### src/rtl/seq_booth_multiplier.sv
// Sequential N x N multiplier with start/busy/done handshake.
// Signed operations use radix-2 Booth recoding, unsigned ones use shift-add.
// One step per clock, fixed latency of N cycles; AQ only changes on completion.
module seq_booth_multiplier #(
    parameter int N         = 8,
    parameter bit SIGNED_EN = 1
) (
    input  logic           clock,
    input  logic           reset,
    input  logic           start,
    input  logic           is_signed,
    input  logic [N-1:0]   M,
    input  logic [N-1:0]   Qin,
    output logic           busy,
    output logic           done,
    output logic [2*N-1:0] AQ
);
    localparam int CW = $clog2(N + 1);

    typedef enum logic [1:0] {IDLE, RUN, DONE} state_t;

    state_t        state, state_nx;
    logic [N:0]    a, a_sum, a_nx;
    logic [N-1:0]  q, q_nx, m_reg;
    logic          q_m1, q_m1_nx, mode;
    logic [CW-1:0] count;
    logic          accept, last;
    logic [N:0]    m_sx, m_zx;

    // A is one bit wider than M so that subtracting -2^(N-1) and the
    // unsigned carry-out are both held exactly.
    assign m_sx = {m_reg[N-1], m_reg};
    assign m_zx = {1'b0, m_reg};

    // One multiply step: conditional add/subtract, then right shift of {A,Q,q_m1}.
    always_comb begin
        a_sum = a;
        if (mode) begin
            case ({q[0], q_m1})
                2'b01:   a_sum = a + m_sx;
                2'b10:   a_sum = a - m_sx;
                default: a_sum = a;
            endcase
        end else if (q[0]) begin
            a_sum = a + m_zx;
        end
        a_nx    = {mode ? a_sum[N] : 1'b0, a_sum[N:1]};
        q_nx    = {a_sum[0], q[N-1:1]};
        q_m1_nx = q[0];
    end

    // State register.
    always_ff @(posedge clock) begin
        if (reset) state <= IDLE;
        else       state <= state_nx;
    end

    // Next state and handshake outputs; start is only honoured in IDLE/DONE.
    always_comb begin
        state_nx = state;
        accept   = 1'b0;
        last     = 1'b0;
        busy     = 1'b0;
        done     = 1'b0;
        case (state)
            IDLE: begin
                if (start) begin
                    accept   = 1'b1;
                    state_nx = RUN;
                end
            end
            RUN: begin
                busy = 1'b1;
                if (count == CW'(1)) begin
                    last     = 1'b1;
                    state_nx = DONE;
                end
            end
            DONE: begin
                done = 1'b1;
                if (start) begin
                    accept   = 1'b1;
                    state_nx = RUN;
                end else begin
                    state_nx = IDLE;
                end
            end
            default: state_nx = IDLE;
        endcase
    end

    // Datapath: capture operands on accept, step while running, publish on the last step.
    always_ff @(posedge clock) begin
        if (reset) begin
            a     <= '0;
            q     <= '0;
            q_m1  <= 1'b0;
            count <= '0;
            m_reg <= '0;
            mode  <= 1'b0;
            AQ    <= '0;
        end else if (accept) begin
            a     <= '0;
            q     <= Qin;
            q_m1  <= 1'b0;
            count <= CW'(N);
            m_reg <= M;
            mode  <= is_signed & SIGNED_EN;
        end else if (state == RUN) begin
            a     <= a_nx;
            q     <= q_nx;
            q_m1  <= q_m1_nx;
            count <= count - 1'b1;
            if (last) AQ <= {a_nx[N-1:0], q_nx};
        end
    end

endmodule

### config.mk
export PLATFORM = sky130hd
export DESIGN_NAME = seq_booth_multiplier
export DESIGN_NICKNAME = d
export VERILOG_FILES = /design/src/rtl/seq_booth_multiplier.sv
export SDC_FILE = /design/constraint.sdc
export NUM_CORES = 1
export LEC_CHECK = 0
export BUFFER_PORTS_ARGS = -buffer_cell sky130_fd_sc_hd__buf_2
export CAP_MARGIN = 30
export CORE_ASPECT_RATIO = 1.2
export CORE_MARGIN = 5
export CORE_UTILIZATION = 62
export DETAILED_ROUTE_END_ITERATION = 16
export PLACE_DENSITY = 0.93
export SLEW_MARGIN = 5
export SYNTH_ARGS = -nofsm -noshare
export SYNTH_HDL_FRONTEND = slang
export SYNTH_SLANG_ARGS = --single-unit
### constraint.sdc
create_clock -name clock -period 4.2 [get_ports clock]
set_input_delay 0.84 -clock clock [delete_from_list [all_inputs] [get_ports clock]]
set_output_delay 0.84 -clock clock [all_outputs]
set_load 0.03 [all_outputs]
==> out/summary.txt, run 1 <==
# resized after CTS - 0
Worst Tran Pin Value - 1.01 ns
fin nets - 449
yosys warns - 0
Async S/R FF share, synth - 0
CTS tree - yes
share of layout cells above drive strength 1 - 0.127
Synth Area in Simple Gates - 0.240
io pins - 38
DR WL/cell - 16.4 um
CTS H-tree lvls - 2
Period minus WS final - 3.25 ns
hold-fix buffers at CTS - 0
Worst slew margin - 0.326
Fmax - 308 MHz
crit path from - q[0]$_SDFFE_PP0P_
Yosys reg bits - 49
via count - 2909
LEAKAGE - 0.00134 uW
Syn-to-layout area delta - 10.1%
Remaining Overflow, GRT - 0
final clock skew - 0.00952 ns
synth top area cells - dfxtp_1 (33%), ha_1 (8.5%), nand2_1 (7.8%)
Finish-stage setup viols - 0
initial DRC count - 297
HP Class - register to register
sequential share of the synthesized area - 0.332
Synth Area in Adders - 0.0984
EDFF count, synth - 0
Fin. Hold Viols - 0
Worst setup SP type - register
Power Dens Cells - 347 nW/um^2
Vert. Die Dim - 85.6 um
largest net degree at the start of global routing - 41
Tcrit/Tclk final - 0.774
gr usage total - 0.259
worst-case clock buffer depth - 2
Syn Nets - 420
HPWL Detailed - 5.63 mm
compound-cell area share of the yosys netlist - 0.224
RePlAce Congestion - 0.898
worst skew pair latency - 0.31 ns
Cell variety after synth - 49
Worst EP arrival - 3.48 ns
clock transition at the registers of the reported paths - 0.09 ns
main flop type after synthesis - dfxtp_1
initial antenna violation count - 0
Peak supply drop - 0.000325 V
xor-xnor portion of the synthesized cell area - 0.0445
CP Capture Type - register
max reg flops - 16
number of global-route vias before repair - 2854
FF-to-FF End - AQ[14]$_SDFFE_PP0P_
Setup Fix Bufs, Post-CTS - 0
Reg2Reg Setup Slack - 0.95 ns
launch point of the worst reg-to-reg path - q[0]$_SDFFE_PP0P_
max_cap viols - 0
clock sink count - 49
share of Yosys cell area claimed by the top area cell type - 0.332
Hold EP - AQ[7]$_SDFFE_PP0P_
Inst Count DP - 458
cell area after synthesis - 2950 um^2
final number of max-transition violations - 0
setup_tns - 0 ns
final std cells w/o fill - 466
first-pass GRT wire length - 13.0 mm
Post-Syn Instances - 378
Core ar. - 4590 um^2
Starting Density - 0.642
Crit Path Category - register to register
RSZ-0062 raised after global routing - no
maximum fanout along the worst path - 16
Antenna diodes - 0
Top reg by flops - AQ
Residual DRC - 0
Vias/cell - 6.24
clock root buffer - clkbuf_8
ANT nets after route - 0
Site Rows - 27
area leader, netlist - dfxtp_1
largest family of logic cells by synthesized area - simple AND/OR/NAND/NOR gates
status - completed
hold path depth - 2
post-synthesis mux area share - 0.0216
port buffer count - 37
Reg2Reg Depth - 9
hold_sp - AQ[7]$_SDFFE_PP0P_
average size of a mapped cell - 7.81 um^2
Die Area - 6240 um^2
Die X-Extent - 73.0 um
DRT Wirelength - 7.66 mm
cts bufs inserted - 5
Top Registers - AQ x16, a x9
Pre-antenna DRT Iters - 5
CP Data Required Time - 4.43 ns
[cells in the final DEF, fill, tap and decap left out, types with 5 or more instances in the layout]
master,Yosys,final
nand2b_1,8,8
mux2i_1,5,5
ha_1,20,20
o22ai_1,10,10
o21ai_0,15,15
a21oi_1,36,36
nor2_1,37,37
a211oi_1,11,11
buf_2,1,37
nor2b_1,10,10
inv_1,10,10
nand2_1,61,61
dfxtp_1,49,49
nor3_1,16,16
clkbuf_8,0,6
xnor2_1,13,13
o211ai_1,5,5
[cells in the mapped netlist, types with 2 or more instances]
library cell and number:
nand2_1 61, dfxtp_1 49, nor2_1 37, a21oi_1 36, ha_1 20, nor3_1 16, clkbuf_1 15, o21ai_0 15
xnor2_1 13, a211oi_1 11, inv_1 10, nor2b_1 10, o22ai_1 10, nand2b_1 8, mux2i_1 5, o211ai_1 5
nand3_1 4, nand4_1 4, o21a_1 4, a211o_1 3, a21o_1 3, a31oi_1 3, nand3b_1 3, o31ai_1 3
fa_1 2, nor4_1 2, o21ai_1 2, o31a_1 2, xor2_1 2
[through the flow]
| stage | setup slack (ns) | instance area [um^2] | utilization | hold slack (ns) | total power, uW |
|---|---|---|---|---|---|
| after global routing | 0.736 | 3250 | 0.707 | 0.479 | 1190 |
| after CTS | 1.02 | 3250 | 0.707 | 0.457 | 1120 |
| after detailed placement | 0.997 | 3150 | 0.686 | 0.445 | 833 |
| after global placement | 1.22 | 3150 | 0.686 | 0.441 | 820 |
| final | 0.950 | 3250 | 0.707 | 0.454 | 1130 |
| after floorplan | 1.59 | 2950 | - | 0.436 | 761 |
[how the worst max path moves through the flow]
stage                                endpoint  slack (ns)
after CTS                 AQ[14]$_SDFFE_PP0P_        1.02
after global placement      a[8]$_SDFFE_PP0P_        1.22
final                     AQ[14]$_SDFFE_PP0P_        0.95
after global routing      AQ[14]$_SDFFE_PP0P_        0.74
after detailed placement  AQ[14]$_SDFFE_PP0P_         1.0
after floorplan             a[8]$_SDFFE_PP0P_        1.59
[cells by family after synthesis]
| family | after synthesis |
|---|---|
| AO/OA/AOI/OAI | 105 |
| XOR/XNOR | 15 |
| adder cells (fa/ha/maj) | 22 |
| buffers and inverters | 28 |
| flip-flops | 49 |
| multiplexers | 6 |
| AND/OR/NAND/NOR | 153 |
[worst max-delay path: stages, from the launching register on]
cell and delay, ns:
dfxtp_1 0.69, ha_1 0.44, mux2i_1 0.34, ha_1 0.29, nor2b_1 0.14, o31a_1 0.27, o41ai_1 0.42, mux2i_1 0.30
nor3_1 0.09, nor3_1 0.20
[routing by layer]
| layer | wire [um] | part of all wire | global-route usage |
|---|---|---|---|
| met5 | 0 | 0 | 0 |
| met1 | 3190 | 0.42 | 0.313 |
| met4 | 230 | 0.030 | 0.117 |
| met3 | 407 | 0.053 | 0.0504 |
| met2 | 3830 | 0.50 | 0.439 |
[layout make-up]
| cell class | count | area (um^2) |
|---|---|---|
| Clock inverter | 2 | 13.8 |
| Multi-Input combinational cell | 301 | 1860 |
| Clock buffer | 6 | 82.6 |
| Timing Repair Buffer | 39 | 200 |
| Inverter | 11 | 41.3 |
| Sequential cell | 49 | 981 |
| Fill cell | 402 | 1350 |
| Tap cell | 58 | 72.6 |
[power breakdown]
group	switching, uW	total [uW]	internal [uW]
logic	179	308	129
registers	33.7	522	488
clock network	162	295	134
total	375	1130	751
Power figures use the tool's default switching activity.
==> run 2, diff against run 1 <==
- CORE_UTILIZATION: 62 -> 58
- PLACE_DENSITY: 0.93 -> 0.88
- clock period: 4.2 -> 3.41 ns (I/O delays scaled with it)
==> out/summary.txt, run 2 (synthesized netlist as in run 1, its figures left out) <==
Vert. Die Dim - 88.1 um (was 85.6 um)
Worst Tran Pin Value - 0.571 ns (was 1.01 ns)
Fmax - 344 MHz (was 308 MHz)
HPWL Detailed - 5.61 mm (was 5.63 mm)
max reg flops - 16 (unchanged)
Hold EP - AQ[4]$_SDFFE_PP0P_ (was AQ[7]$_SDFFE_PP0P_)
Fin. Hold Viols - 0 (unchanged)
Period minus WS final - 2.91 ns (was 3.25 ns)
Reg2Reg Depth - 11 (was 9)
Starting Density - 0.597 (was 0.642)
RSZ-0062 raised after global routing - no (unchanged)
final clock skew - 0.00890 ns (was 0.00952 ns)
maximum fanout along the worst path - 6 (was 16)
CP Data Required Time - 3.64 ns (was 4.43 ns)
Antenna diodes - 0 (unchanged)
CP Capture Type - register (unchanged)
Residual DRC - 0 (unchanged)
hold_sp - AQ[4]$_SDFFE_PP0P_ (was AQ[7]$_SDFFE_PP0P_)
DR WL/cell - 15.7 um (was 16.4 um)
max_cap viols - 0 (unchanged)
io pins - 38 (unchanged)
LEAKAGE - 0.00136 uW (was 0.00134 uW)
final number of max-transition violations - 0 (unchanged)
port buffer count - 37 (unchanged)
HP Class - register to register (unchanged)
status - completed (unchanged)
# resized after CTS - 0 (unchanged)
Worst setup SP type - register (unchanged)
cts bufs inserted - 5 (unchanged)
Core ar. - 4940 um^2 (was 4590 um^2)
Critical Path Slowest Stage Cell - dfxtp_1 (unchanged)
worst skew pair latency - 0.30 ns (was 0.31 ns)
fin nets - 454 (was 449)
Worst EP arrival - 3.13 ns (was 3.48 ns)
post-route cell area - 3280 um^2 (was 3250 um^2)
hold path depth - 2 (unchanged)
Pre-antenna DRT Iters - 4 (was 5)
Peak supply drop - 0.000460 V (was 0.000325 V)
FF-to-FF End - a[8]$_SDFFE_PP0P_ (was AQ[14]$_SDFFE_PP0P_)
Site Rows - 28 (was 27)
Vias/cell - 6.09 (was 6.24)
final core occ - 0.663 (was 0.707)
share of layout cells above drive strength 1 - 0.136 (was 0.127)
Max stage delay on crit path - 0.47 ns (was 0.69 ns)
via count - 2879 (was 2909)
RePlAce Congestion - 0.902 (was 0.898)
Setup Fix Bufs, Post-CTS - 0 (unchanged)
final std cells w/o fill - 473 (was 466)
Top reg by flops - AQ (unchanged)
Cell Chain, Critical Path - inv_1 -> ha_1 -> nor2_1 -> xnor2_1 -> ha_1 -> a211oi_1 -> o21ai_1 -> o31ai_1 -> mux2i_2 -> nand2_1 -> o211ai_1 (was ha_1 -> mux2i_1 -> ha_1 -> nor2b_1 -> o31a_1 -> o41ai_1 -> mux2i_1 -> nor3_1 -> nor3_1)
most common cell after layout, fill and taps aside - nand2_1 (unchanged)
launch point of the worst reg-to-reg path - m_reg[0]$_SDFFE_PP0P_ (was q[0]$_SDFFE_PP0P_)
most frequent cells in the layout - nand2_1 (61), dfxtp_1 (49), nor2_1 (37), buf_2 (37), a21oi_1 (36) (unchanged)
Inst Count DP - 464 (was 458)
CTS tree - yes (unchanged)
initial DRC count - 188 (was 297)
Die Area - 6620 um^2 (was 6240 um^2)
clock root buffer - clkbuf_8 (unchanged)
clock sink count - 49 (unchanged)
ANT nets after route - 0 (unchanged)
Syn-to-layout area delta - 11.1% (was 10.1%)
gr usage total - 0.238 (was 0.259)
Power Dens Cells - 416 nW/um^2 (was 347 nW/um^2)
number of global-route vias before repair - 2680 (was 2854)
Crit Path Category - register to register (unchanged)
Tcrit/Tclk final - 0.853 (was 0.774)
clock transition at the registers of the reported paths - 0.09 ns (about the same)
Die X-Extent - 75.1 um (was 73.0 um)
largest net degree at the start of global routing - 29 (was 41)
CTS H-tree lvls - 2 (unchanged)
Top Registers - AQ x16, a x9 (unchanged)
Reg2Reg Setup Slack - 0.50 ns (was 0.95 ns)
setup_tns - 0 ns (unchanged)
DRT Wirelength - 7.43 mm (was 7.66 mm)
CP most frequent cell - ha_1
worst-case clock buffer depth - 2 (unchanged)
Finish-stage setup viols - 0 (unchanged)
Area after DPL - 3180 um^2 (was 3150 um^2)
initial antenna violation count - 0 (unchanged)
first-pass GRT wire length - 12.3 mm (was 13.0 mm)
Remaining Overflow, GRT - 0 (unchanged)
Worst slew margin - 0.619 (was 0.326)
hold-fix buffers at CTS - 0 (unchanged)
[run 2: worst max path at each step]
| stage | start | to | slack (ns) | cells past startpoint |
|---|---|---|---|---|
| after floorplan | q[0]$_SDFFE_PP0P_ | a[8]$_SDFFE_PP0P_ | 0.80 | 10 |
| after global placement | q[0]$_SDFFE_PP0P_ | AQ[14]$_SDFFE_PP0P_ | 0.60 | 9 |
| after detailed placement | q[0]$_SDFFE_PP0P_ | AQ[14]$_SDFFE_PP0P_ | 0.52 | 9 |
| after CTS | q[0]$_SDFFE_PP0P_ | AQ[14]$_SDFFE_PP0P_ | 0.52 | 9 |
| after global routing | q[0]$_SDFFE_PP0P_ | AQ[14]$_SDFFE_PP0P_ | 0.29 | 9 |
| final | m_reg[0]$_SDFFE_PP0P_ | a[8]$_SDFFE_PP0P_ | 0.50 | 11 |
[run 2: layer usage]
metal | up-vias | wire, um | share of wire | GRT usage
met5 | - | 0 | 0 | 0
met4 | 0 | 145 | 0.020 | 0.0728
met3 | 13 | 479 | 0.064 | 0.0563
met2 | 98 | 3650 | 0.49 | 0.392
met1 | 1352 | 3150 | 0.42 | 0.304
li1 | 1416 | - | - | -
[run 2: final cells by class]
class / count / area [um^2]
Clock buffer: 6 / 72.6
Clock inverter: 2 / 13.8
Fill cell: 401 / 1660
Inverter: 11 / 41.3
Multi-Input combinational cell: 301 / 1860
Sequential cell: 49 / 981
Tap cell: 60 / 75.1
Timing Repair Buffer: 44 / 238
[run 2: power breakdown]
group          internal, uW  switching, uW  total (uW)
Clock                   146            192         338
Sequential              601           34.3         635
Combinational           164            227         391
Total                   911            453        1360
[run 2: through the flow]
step / hold WS [ns] / power (uW) / worst slack [ns]
detailed placement: 0.445 / 1030 / 0.520
global route: 0.481 / 1450 / 0.286
floorplan: 0.436 / 938 / 0.802
finish: 0.454 / 1360 / 0.503
CTS: 0.458 / 1370 / 0.519
global placement: 0.442 / 1020 / 0.599
[run 2: worst max-delay path, delay by kind of cell, from the launching register on]
| family | cells | cell delay (ns) |
|---|---|---|
| AO/OA/AOI/OAI | 4 | 0.92 |
| adder cells (fa/ha/maj) | 2 | 0.55 |
| flip-flops | 1 | 0.47 |
| multiplexers | 1 | 0.39 |
| AND/OR/NAND/NOR | 2 | 0.27 |
| XOR/XNOR | 1 | 0.15 |
| buffers and inverters | 1 | 0.08 |
